File: config.mk
export PLATFORM = sky130hd
export DESIGN_NAME = wave_sample_sequencer
export DESIGN_NICKNAME = d
export VERILOG_FILES = /design/src/rtl/gba_sound_pkg.sv /design/src/rtl/wave_volume_scaler.sv /design/src/rtl/wave_sample_sequencer.sv
export SDC_FILE = /design/constraint.sdc
export NUM_CORES = 1
export LEC_CHECK = 0
export BUFFER_PORTS_ARGS = -buffer_cell sky130_fd_sc_hd__buf_2
export CAP_MARGIN = 40
export CELL_PAD_IN_SITES_DETAIL_PLACEMENT = 1
export CELL_PAD_IN_SITES_GLOBAL_PLACEMENT = 1
export CORE_ASPECT_RATIO = 1.25
export CORE_MARGIN = 3
export CORE_UTILIZATION = 24
export CTS_BUF_LIST = sky130_fd_sc_hd__clkbuf_8
export DETAILED_ROUTE_END_ITERATION = 7
export PLACE_DENSITY = 0.86
export SYNTH_ARGS = -nofsm -noshare
export SYNTH_HDL_FRONTEND = slang
export SYNTH_SLANG_ARGS = --single-unit
File: constraint.sdc
create_clock -name frequency_timer_clock -period 1.9 [get_ports frequency_timer_clock]
set_input_delay 0.095 -clock frequency_timer_clock [delete_from_list [all_inputs] [get_ports frequency_timer_clock]]
set_output_delay 0.095 -clock frequency_timer_clock [all_outputs]
set_load 0.02 [all_outputs]
File: src/rtl/gba_sound_pkg.sv
// Shared types for the sound channels: wave-channel volume codes,
// the playback sequencer states and the wave-RAM bank geometry.
package gba_sound_pkg;

    typedef enum logic [1:0] {
        VOL_MUTE,
        VOL_100,
        VOL_50,
        VOL_25
    } wave_vol_t;

    typedef enum logic {
        IDLE,
        PLAYING
    } wave_seq_state_t;

    localparam int WAVE_BANK_BITS = 128;

endpackage

File: src/rtl/wave_volume_scaler.sv
// Channel-3 output volume stage. Purely combinational so that a volume
// register write is heard immediately, without waiting for a sample tick.
// The 75% setting overrides the 2-bit volume code.
module wave_volume_scaler
    import gba_sound_pkg::*;
#(
    parameter int SAMPLE_W = 4
) (
    input  logic [SAMPLE_W-1:0] sample_i,
    input  logic [1:0]          volume_code_i,
    input  logic                force_75_i,
    output logic [SAMPLE_W-1:0] wave_out_o
);

    logic [SAMPLE_W+1:0] tripleSample;

    // s*3 built as s + 2s in a two-bit-wider word so the 75% path never overflows
    assign tripleSample = {2'b00, sample_i} + {1'b0, sample_i, 1'b0};

    // Select the attenuated sample; 75% wins over whatever the code says
    always_comb begin
        wave_out_o = '0;
        if (force_75_i) begin
            wave_out_o = tripleSample[SAMPLE_W+1:2];
        end else begin
            case (wave_vol_t'(volume_code_i))
                VOL_MUTE: wave_out_o = '0;
                VOL_100:  wave_out_o = sample_i;
                VOL_50:   wave_out_o = sample_i >> 1;
                VOL_25:   wave_out_o = sample_i >> 2;
                default:  wave_out_o = '0;
            endcase
        end
    end

endmodule

File: src/rtl/wave_sample_sequencer.sv
// Playback core of the wave channel. Each frequency-timer tick fetches the
// next 4-bit sample from the active wave-RAM bank, advances the position
// and, at the end of a bank, either flips to the other bank (64-sample
// mode) or reloads the selected bank (32-sample mode). A rising trigger
// restarts playback from sample 0; dropping play_enable parks the channel.
module wave_sample_sequencer
    import gba_sound_pkg::*;
#(
    parameter int SAMPLES_PER_BANK = 32,
    parameter int SAMPLE_W         = 4
) (
    input  logic                          frequency_timer_clock,
    input  logic                          reset,
    input  logic                          play_enable,
    input  logic                          dimension,
    input  logic                          bank_select,
    input  logic [1:0]                    volume_code,
    input  logic                          force_75,
    input  logic                          trigger,
    input  logic [2*WAVE_BANK_BITS-1:0]   wave_ram,
    output logic [SAMPLE_W-1:0]           wave_out,
    output logic [SAMPLE_W-1:0]           raw_sample,
    output logic [$clog2(SAMPLES_PER_BANK)-1:0] position,
    output logic                          current_bank,
    output logic                          channel_active
);

    localparam int POS_W = $clog2(SAMPLES_PER_BANK);
    localparam int RAM_W = 2 * WAVE_BANK_BITS;
    localparam int OFF_W = $clog2(RAM_W);

    wave_seq_state_t     state_q, state_d;
    logic [POS_W-1:0]    position_q, position_d;
    logic                bank_q, bank_d;
    logic [SAMPLE_W-1:0] sample_q, sample_d;
    logic                trig_q;

    logic                trigRise;
    logic [POS_W:0]      nibbleIdx;
    logic [OFF_W-1:0]    bitOffset;
    logic [SAMPLE_W-1:0] fetchedSample;

    assign trigRise = trigger & ~trig_q;

    // Within a byte the even sample sits in the high nibble, so flipping the
    // low index bit turns sample order into nibble order in the flat RAM word
    assign nibbleIdx     = {bank_q, position_q ^ POS_W'(1)};
    assign bitOffset     = OFF_W'(nibbleIdx) * OFF_W'(SAMPLE_W);
    assign fetchedSample = wave_ram[bitOffset +: SAMPLE_W];

    // Next-state decode: disable beats trigger, trigger beats normal stepping
    always_comb begin
        state_d    = state_q;
        position_d = position_q;
        bank_d     = bank_q;
        sample_d   = sample_q;
        if (!play_enable) begin
            state_d  = IDLE;
            sample_d = '0;
        end else if (trigRise) begin
            state_d    = PLAYING;
            position_d = '0;
            bank_d     = bank_select;
            sample_d   = '0;
        end else if (state_q == PLAYING) begin
            sample_d   = fetchedSample;
            position_d = position_q + POS_W'(1);
            if (position_q == '1) begin
                bank_d = dimension ? ~bank_q : bank_select;
            end
        end
    end

    // Sequencer registers; the trigger history updates every tick so that a
    // trigger edge arriving while disabled is consumed rather than deferred
    always_ff @(posedge frequency_timer_clock or posedge reset) begin
        if (reset) begin
            state_q    <= IDLE;
            position_q <= '0;
            bank_q     <= 1'b0;
            sample_q   <= '0;
            trig_q     <= 1'b0;
        end else begin
            state_q    <= state_d;
            position_q <= position_d;
            bank_q     <= bank_d;
            sample_q   <= sample_d;
            trig_q     <= trigger;
        end
    end

    wave_volume_scaler #(
        .SAMPLE_W (SAMPLE_W)
    ) uScaler (
        .sample_i      (sample_q),
        .volume_code_i (volume_code),
        .force_75_i    (force_75),
        .wave_out_o    (wave_out)
    );

    assign raw_sample     = sample_q;
    assign position       = position_q;
    assign current_bank   = bank_q;
    assign channel_active = (state_q == PLAYING);

endmodule

After elaboration in Yosys (flattened, before gate mapping)
Index checks and enable logic that the tools add are counted.
{"block": "classes", "n_reduce_logical": 5, "muxes": 13, "eq_ne": 6, "bitwise": 4, "n_addsub": 2, "n_shift": 1}
{"operator": "256-bit by 9-bit variable part select with 4-bit output", "count": 1}
{"operator": "4-bit two-way mux", "count": 4}
{"operator": "4-bit one-hot mux with 4 select lines", "count": 1}
{"operator": "5-bit two-way mux", "count": 2}
{"operator": "4-bit by 5-bit adder with 6-bit output", "count": 1}
{"operator": "1-bit two-way mux", "count": 6}
{"operator": "5-bit by 1-bit adder with 5-bit output (second input constant)", "count": 1}
{"operator": "5-bit equality test (second input constant)", "count": 1}
{"operator": "2-bit equality test (second input constant)", "count": 2}
{"operator": "2-bit nonzero test", "count": 2}
{"operator": "3-bit by 1-bit != test with 1-bit output (second input constant)", "count": 1}
{"operator": "1-bit NOT", "count": 3}
{"operator": "3-bit AND reduction", "count": 1}
{"operator": "2-bit by 1-bit equality test with 1-bit output (second input constant)", "count": 1}
{"operator": "2-bit zero test", "count": 1}
{"operator": "2-bit by 1-bit != test with 1-bit output (second input constant)", "count": 1}
{"operator": "2-bit AND reduction", "count": 1}
{"operator": "1-bit bitwise AND", "count": 1}
{"block": "word_totals", "output_inout_bits": 15, "inputBits": 265, "register_bits": 12}

Logic depth before layout (Yosys ltp)
Gate-level depths: netlist of run 1.
{"block": "depth", "ltp_word": 5, "ltp_mapped": 9, "mapped_depth_nobuf": 7}

Hierarchy
From an unflattened synthesis of run 1, not the netlist that was laid out.
{"block": "unflattened", "hier_cells": 275, "area_unflattened_um2": 3009.1}
{"module": "wave_sample_sequencer", "area_per_inst_um2": 2758.9, "cells_each": 243, "instances": 1}
{"module": "wave_volume_scaler", "area_per_inst_um2": 250.2, "cells_each": 32, "instances": 1}

Worst setup path before layout of run 1
Ideal clock, no wire load.
{"block": "synth_path", "path_kind": "register to register", "start": "reg position_q[0] (netlist: position[0])", "end": "reg sample_q[1] (netlist: raw_sample[1])", "stages_incl_launch_ff": 8, "setup_slack_ns": -0.267, "setup_time_ns": 0.138, "t_required_ns": 1.762, "arrival_ns": 2.029, "synth_period_minus_slack_ns": 2.167, "cell_sequence": "dfrtp_1 buf_6 buf_12 mux4_2 mux2_2 a221oi_1 o32a_1 a211oi_1"}
{"block": "synth_via", "elab_chain_len": 5}
{"item": "from (decl)", "line": "wave_sample_sequencer.sv:33", "source": "logic [POS_W-1:0] position_q, position_d;"}
{"item": "from (signal assigned)", "line": "wave_sample_sequencer.sv:85", "source": "position_q <= position_d;"}
{"item": "1-bit NOT (no source line)"}
{"item": "256-bit by 9-bit variable part select with 4-bit output", "line": "wave_sample_sequencer.sv:49", "source": "assign fetchedSample = wave_ram[bitOffset +: SAMPLE_W];"}
{"item": "4-bit two-way mux", "line": "wave_sample_sequencer.sv:65", "source": "end else if (state_q == PLAYING) begin"}
{"item": "4-bit two-way mux", "line": "wave_sample_sequencer.sv:60", "source": "end else if (trigRise) begin"}
{"item": "4-bit two-way mux", "line": "wave_sample_sequencer.sv:57", "source": "if (!play_enable) begin"}
{"item": "to (signal assigned)", "line": "wave_sample_sequencer.sv:87", "source": "sample_q <= sample_d;"}
{"item": "to (decl)", "line": "wave_sample_sequencer.sv:35", "source": "logic [SAMPLE_W-1:0] sample_q, sample_d;"}
No other way between the ends. The select of a mux whose other input is x is not followed.
A chain may end at the register's enable or synchronous reset.

Worst setup path after layout of run 1
Ends and elaborated chain as after synthesis.

==> results of run 1 <==
power groups by stage:
stage,Sequential [mW],Combinational (mW),Clock (mW)
floorplan,0.332,1.10,0
global placement,0.352,1.55,0
detailed placement,0.357,1.61,0
CTS,0.333,1.71,0.290
global route,0.339,1.87,0.305
finish,0.334,1.74,0.292
worst max-delay path: stages, from the launching register on:
cell	delay, ps
dfrtp_4	500
buf_12	150
buf_4	150
mux4_2	430
mux2_2	290
a221oi_2	280
o32a_1	220
a211oi_1	60
area by class of cell:
| class | count | area, um^2 |
|---|---|---|
| clock buffers | 4 | 55.1 |
| fillers | 1468 | 7340 |
| inverters | 7 | 28.8 |
| multi-input cells | 210 | 2610 |
| flip-flops and latches | 12 | 309 |
| well taps | 164 | 205 |
| repair buffers | 316 | 1780 |
flip-flops by register name, indices dropped and copies added (netlist names):
signal and flops:
position 5, raw_sample 4, channel_active 1, current_bank 1, trig_q 1
per-layer routing:
| metal | share of wire | GRT usage | vias up |
|---|---|---|---|
| met3 | 0.053 | 0.0304 | 45 |
| met5 | 0 | 0 | - |
| met2 | 0.55 | 0.385 | 188 |
| met1 | 0.35 | 0.221 | 1818 |
| met4 | 0.039 | 0.0824 | 0 |
| li1 | - | - | 1680 |
Yosys cell counts (2+ instances only):
cell | n | area [um^2]
mux4_2 | 49 | 1100
mux4_1 | 11 | 289
buf_12 | 4 | 80.1
a31o_2 | 4 | 35.0
a32o_1 | 2 | 20.0
clkbuf_1 | 4 | 15.0
nor2b_1 | 10 | 62.6
mux2_2 | 8 | 90.1
a31oi_1 | 2 | 12.5
o21ai_0 | 13 | 65.1
dfrtp_1 | 12 | 300
nor2_1 | 18 | 67.6
a2111oi_2 | 2 | 30.0
inv_1 | 7 | 26.3
nand2b_1 | 6 | 37.5
ha_1 | 6 | 75.1
mux2i_1 | 16 | 160
nand2_1 | 13 | 48.8
nand3b_1 | 2 | 15.0
a221oi_1 | 10 | 87.6
buf_6 | 6 | 67.6
a22oi_1 | 5 | 37.5
buf_4 | 4 | 30.0
buf_2 | 7 | 35.0
a211oi_1 | 8 | 60.1
a2111oi_1 | 2 | 20.0
a21oi_1 | 5 | 25.0
nand3_1 | 5 | 25.0
o32a_1 | 4 | 40.0
metrics by stage:
| step | instance area [um^2] | hold slack, ps | util | setup TNS, ps |
|---|---|---|---|---|
| global route | 4990 | 228 | 0.405 | -1620 |
| finish | 4990 | 201 | 0.405 | -1180 |
| global placement | 4700 | 123 | 0.382 | -1210 |
| CTS | 4870 | 182 | 0.395 | -1390 |
| detailed placement | 4700 | 136 | 0.382 | -1320 |
| floorplan | 3080 | -40.4 | - | -657 |
repair_timing:
action / 4_1_cts / 5_1_grt
endpoints found under the hold margin: 13 / 0
setup endpoints to repair: 8 / 9
gates resized for setup: 14 / 23
hold buffers: 2 / 0
setup buffers: 4 / 5
pin swaps: 3 / 7
cells by family (layout without fill, tap and decap cells):
| group | count (synthesis) | after routing | share of synthesized area |
|---|---|---|---|
| DFF | 12 | 12 | 0.0980 |
| xor gates and xnor gates | 1 | 1 | 0.00286 |
| muxes | 84 | 84 | 0.536 |
| AOI/OAI and AO/OA | 60 | 60 | 0.149 |
| adders and majority gates | 7 | 7 | 0.0310 |
| buffers and inverters | 34 | 327 | 0.0890 |
| and+or+nand+nor | 58 | 58 | 0.0943 |
worst max-delay path by stage:
stage	start	to	slack [ps]	depth (start not counted)
after floorplan	position[0]	raw_sample[0]	-180	8
after global placement	position[0]	raw_sample[3]	-350	6
after detailed placement	position[0]	raw_sample[1]	-340	6
after CTS	position[0]	raw_sample[1]	-300	7
after global routing	position[0]	raw_sample[3]	-370	7
final	position[0]	raw_sample[1]	-310	7
==> reports/qor.yml, run 1 <==
hp-class: "input pin to flop"
slew_headroom: 0.503
worstMarginPinSlew_ps: 737
antenna_found_initial: 0
fin_cells: 713
yosysSeqAreaShare: 0.0980
drtIter0Drc: 118
place_ws_ps: -338
clkPwrFrac: 0.124
grt_pass1_wl_um: 22500
grt_usage: 0.203
grt_start_max_net_pins: 31
drt-pass1-iter-count: 4
dp_hpwl_um: 13000
rsz0062_at_grt: "true"
p_leak_nw: 2.27
whs_path_depth: 3
share_comb_of_total_power: 0.735
drc: 0
numCtsBuffers: 3
dieArea_um2: 14200
hp-start: "bank_select"
worstSkewPairLatency_ps: 250
layout_commonest_cell: "buf_2"
overflow: 0
fin_crit_ps: 2210
synthArstFlopShare: 1.00
finalHoldViolations: 0
port_buffers: 279
setup_slack_ps: -313
seqPwrFrac: 0.141
place.gp.congestion: 0.951
worst_ep_arrival_time_ps: 2340
area_growth_pct: 62.8
slew_viol_final: 0
cts_tree: "done"
n_antenna_cell: 0
nNetsFinal: 822
path_clk_slew_ps: 60
max_freq_ghz: 0.452
r2r_slack_ps: -310
p_total_mw: 2.36
p_sw_mw: 0.884
wl_per_cell_um: 21.0
switching_share: 0.374
post-place-cells: 699
mostFrequentLayoutCells: "277 x buf_2, 49 x mux4_2, 27 x buf_4"
vias: 3731
initial_core_util: 0.249
routed_wl_um: 15000
root_buffer: "clkbuf_8"
outcome: "finished with violations"
die_x_um: 107
end_kind: "flop"
holdPathEnd: "current_bank"
worstPathMaxFanout: 5
worstRegToRegCells: 7
ys_seq_elements: 12
syn_inst: 256
skew_ps: 6.30
synth_ff_type: "dfrtp_1"
fp.dieH_um: 132
cellPowerDensity_nw_per_um2: 473
syn_avg_cell_area_um2: 12.0
routed_via_density: 5.23
fp-row-count: 45
setup_viol: 5
reg2reg_from: "position[0]"
ios: 280
h-tree-depth: 1
syn_nets: 528
synthDistinctLibCells: 40
start_kind: "flop"
crit_type: "flop to flop"
grt_pass1_vias: 4266
min_period_over_period: 1.16
syn-cell-area_um2: 3070
core-area_um2: 12300
max-vdd-ir-drop_mv: 0.204
drive_gt1_frac: 0.743
r2r-end: "raw_sample[1]"
tritoncts_num_sinks: 12
synth_edf_count: 0
ant_nets: 0
maxCapViolations: 0
yosysWarnings: 0
cts.path.max_buffers: 2
violations: "setup timing"
internal_power_mw: 1.48
worst-endpoint-required_ps: 2020
No activity file was read; power rests on OpenSTA's default activity.
==> run 2, diff against run 1 <==
--- a/config.mk
+++ b/config.mk
@@ -15,6 +15,7 @@
 export CTS_BUF_LIST = sky130_fd_sc_hd__clkbuf_8
 export DETAILED_ROUTE_END_ITERATION = 7
 export PLACE_DENSITY = 0.86
+export SETUP_SLACK_MARGIN = 0.3
 export SYNTH_ARGS = -nofsm -noshare
 export SYNTH_HDL_FRONTEND = slang
 export SYNTH_SLANG_ARGS = --single-unit
==> run 2 against run 1 <==
Net effect:
- the flow still finishes with violations (setup timing)
- combinational power is 9% higher
- final cell count is 1.1% higher
- worst hold slack better by 20 ps
- worst setup slack improved by 10 ps
- die area unchanged
- maximum frequency up 0.47%
- register-to-register slack is essentially flat
- clock-buffer cell count unchanged
- utilization grew 1.6 points
- clock skew down 3.8 ps
- sequential share of layout area down 0.19 points
- total power up 6.6%
- largest cell class unchanged
- largest power group unchanged
==> reports/qor.yml, run 2 (same netlist as run 1, synthesis figures left out) <==
n_antenna_cell: 0  # unchanged
grt_pass1_wl_um: 24000  # was 22500 um
nNetsFinal: 830  # was 822
p_sw_mw: 0.956  # was 0.884 mW
grt_use_met1: 0.239  # was 0.221
grt_pass1_vias: 4391  # was 4266
port_buffers: 279  # unchanged
p_leak_nw: 2.34  # was 2.27 nW
fp-row-count: 45  # unchanged
area_growth_pct: 69.4  # was 62.8%
vias: 3807  # was 3731
cts_tree: "done"  # unchanged
layout_commonest_cell: "buf_2"  # unchanged
critPathTopFamily: "multiplexers"  # unchanged
wl_per_cell_um: 23.0  # was 21.0 um
grt_busiest_layer: "met2"  # unchanged
critical_path_depth: 7  # unchanged
regArea_um2: 312  # was 309 um^2
cts.path.max_buffers: 2  # unchanged
largest_reg_flops: 5  # unchanged
max_freq_ghz: 0.454  # was 0.452 GHz
worstRegToRegCells: 7  # unchanged
dieArea_um2: 14200  # unchanged
finalHoldViolations: 0  # unchanged
routed_wl_um: 16600  # was 15000 um
switching_share: 0.380  # was 0.374
path_clk_slew_ps: 60  # about the same
numCtsBuffers: 3  # unchanged
grt_start_max_net_pins: 28  # was 31
crit_type: "flop to flop"  # unchanged
fill_cells: 1446  # was 1468
ant_nets: 0  # unchanged
routed_via_density: 5.28  # was 5.23
root_buffer: "clkbuf_8"  # unchanged
cellPowerDensity_nw_per_um2: 485  # was 473 nW/um^2
start_kind: "flop"  # unchanged
antenna_found_initial: 0  # unchanged
violations: "setup timing"  # unchanged
overflow: 0  # unchanged
internal_power_mw: 1.56  # was 1.48 mW
slowest_delay_ps: 510  # was 500 ps
multi_input_area_um2: 2720  # was 2610 um^2
maxCapViolations: 0  # unchanged
crit_path_cell_trace: "buf_12, buf_8, mux4_2, mux2_4, a221oi_4, o32a_1, a211oi_2"  # was buf_12, buf_4, mux4_2, mux2_2, a221oi_2, o32a_1, a211oi_1
slew_headroom: 0.590  # was 0.503
whs_path_depth: 3  # unchanged
hold_slack_ps: 222  # was 201 ps
core-area_um2: 12300  # unchanged
h-tree-depth: 1  # unchanged
outcome: "finished with violations"  # unchanged
place.gp.congestion: 0.916  # was 0.951
grt_use_met3: 0.0392  # was 0.0304
drt-pass1-iter-count: 4  # unchanged
drtIter0Drc: 183  # was 118
share_comb_of_total_power: 0.757  # was 0.735
mostFrequentLayoutCells: "275 x buf_2, 54 x mux4_2, 33 x buf_4"  # was 277 x buf_2, 49 x mux4_2, 27 x buf_4
worst_ep_arrival_time_ps: 2320  # was 2340 ps
worstMarginPinSlew_ps: 609  # was 737 ps
crit_slowest_cell: "mux4_2"  # was dfrtp_4
hp-class: "input pin to flop"  # unchanged
fin_util: 0.421  # was 0.405
drc: 0  # unchanged
met2_usage: 0.437  # was 0.385
initial_core_util: 0.249  # unchanged
setup_viol: 6  # was 5
drive_gt1_frac: 0.788  # was 0.743
clkPwrFrac: 0.115  # was 0.124
fin_crit_ps: 2200  # was 2210 ps
crit_buf_inv: 2  # unchanged
seqPwrFrac: 0.128  # was 0.141
setup_slack_ps: -302  # was -313 ps
dp_hpwl_um: 14200  # was 13000 um
rsz0062_at_grt: "true"  # unchanged
grt_usage: 0.221  # was 0.203
min_period_over_period: 1.16  # about the same
slew_viol_final: 0  # unchanged
ios: 280  # unchanged
worst-endpoint-required_ps: 2020  # about the same
worstPathMaxFanout: 8  # was 5
fp.dieH_um: 132  # unchanged
max-vdd-ir-drop_mv: 0.241  # was 0.204 mV
worstSkewPairLatency_ps: 250  # about the same
skew_ps: 2.48  # was 6.30 ps
tritoncts_num_sinks: 12  # unchanged
place_ws_ps: -378  # was -338 ps
end_kind: "flop"  # unchanged
die_x_um: 107  # unchanged
[run 2: cell types whose count changed in the layout (fill, tap and decap cells not counted), sizes merged]
cell    previous run  this run
buf              314       321
clkbuf             4         5
[run 2: layout make-up]
cell class	count	share of cell area
Clock buffer	4	0.0106
Multi-Input combinational cell	210	0.523
Tap cell	164	0.0395
Sequential cell	12	0.0600
Inverter	7	0.00651
Timing Repair Buffer	324	0.360
[run 2: path summary, 6_finish.rpt]
kind	from	endpoint	slack, ps
worst min-delay path	bank_select	current_bank	220
worst max register to register	position[0]	raw_sample[1]	-300
min in group asynchronous	reset	trig_q	430
max in group asynchronous	reset	position[0]	1070
worst min register to register	position[4]	position[4]	780
worst max-delay path	position[0]	raw_sample[1]	-300
[run 2: repair_timing]
item / 4_1_cts / 5_1_grt
hold endpoints to repair: 13 / 0
endpoints found under the setup margin: 11 / 13
buffers inserted: 8 / 5
pin swaps: 9 / 13
hold buffers: 2 / 0
gates resized for setup: 36 / 28
cloned: 0 / 1
[run 2: worst min-delay path: cells and delay by family]
| family | cells | cell delay (ps) |
|---|---|---|
| AND/OR/NAND/NOR | 1 | 80 |
| buffers and inverters | 1 | 110 |
| AO/OA/AOI/OAI | 1 | 130 |
[run 2: power by group through the flow]
stage | Clock (mW) | Combinational (mW) | Sequential (mW)
6_report | 0.291 | 1.90 | 0.322
3_3_place_gp | 0 | 1.64 | 0.320
3_5_place_dp | 0 | 1.69 | 0.323
5_1_grt | 0.307 | 2.04 | 0.326
4_1_cts | 0.290 | 1.79 | 0.320
2_1_floorplan | 0 | 1.10 | 0.334
[run 2: per-stage QoR]
stage / power, mW / cells / TNS (ps) / area [um^2]
2_1_floorplan: 1.44 / 256 / -660 / 3110
5_1_grt: 2.67 / 721 / -1800 / 5190
3_3_place_gp: 1.96 / 701 / -1180 / 4750
4_1_cts: 2.40 / 715 / -1130 / 5030
6_report: 2.52 / 721 / -1370 / 5190
3_5_place_dp: 2.01 / 701 / -1420 / 4750
[run 2: layer usage]
metal,vias up,routed length [um],share of wire
li1,1687,-,-
met1,1890,5770,0.35
met2,202,9480,0.57
met3,28,981,0.059
met4,0,343,0.021
met5,-,0,0
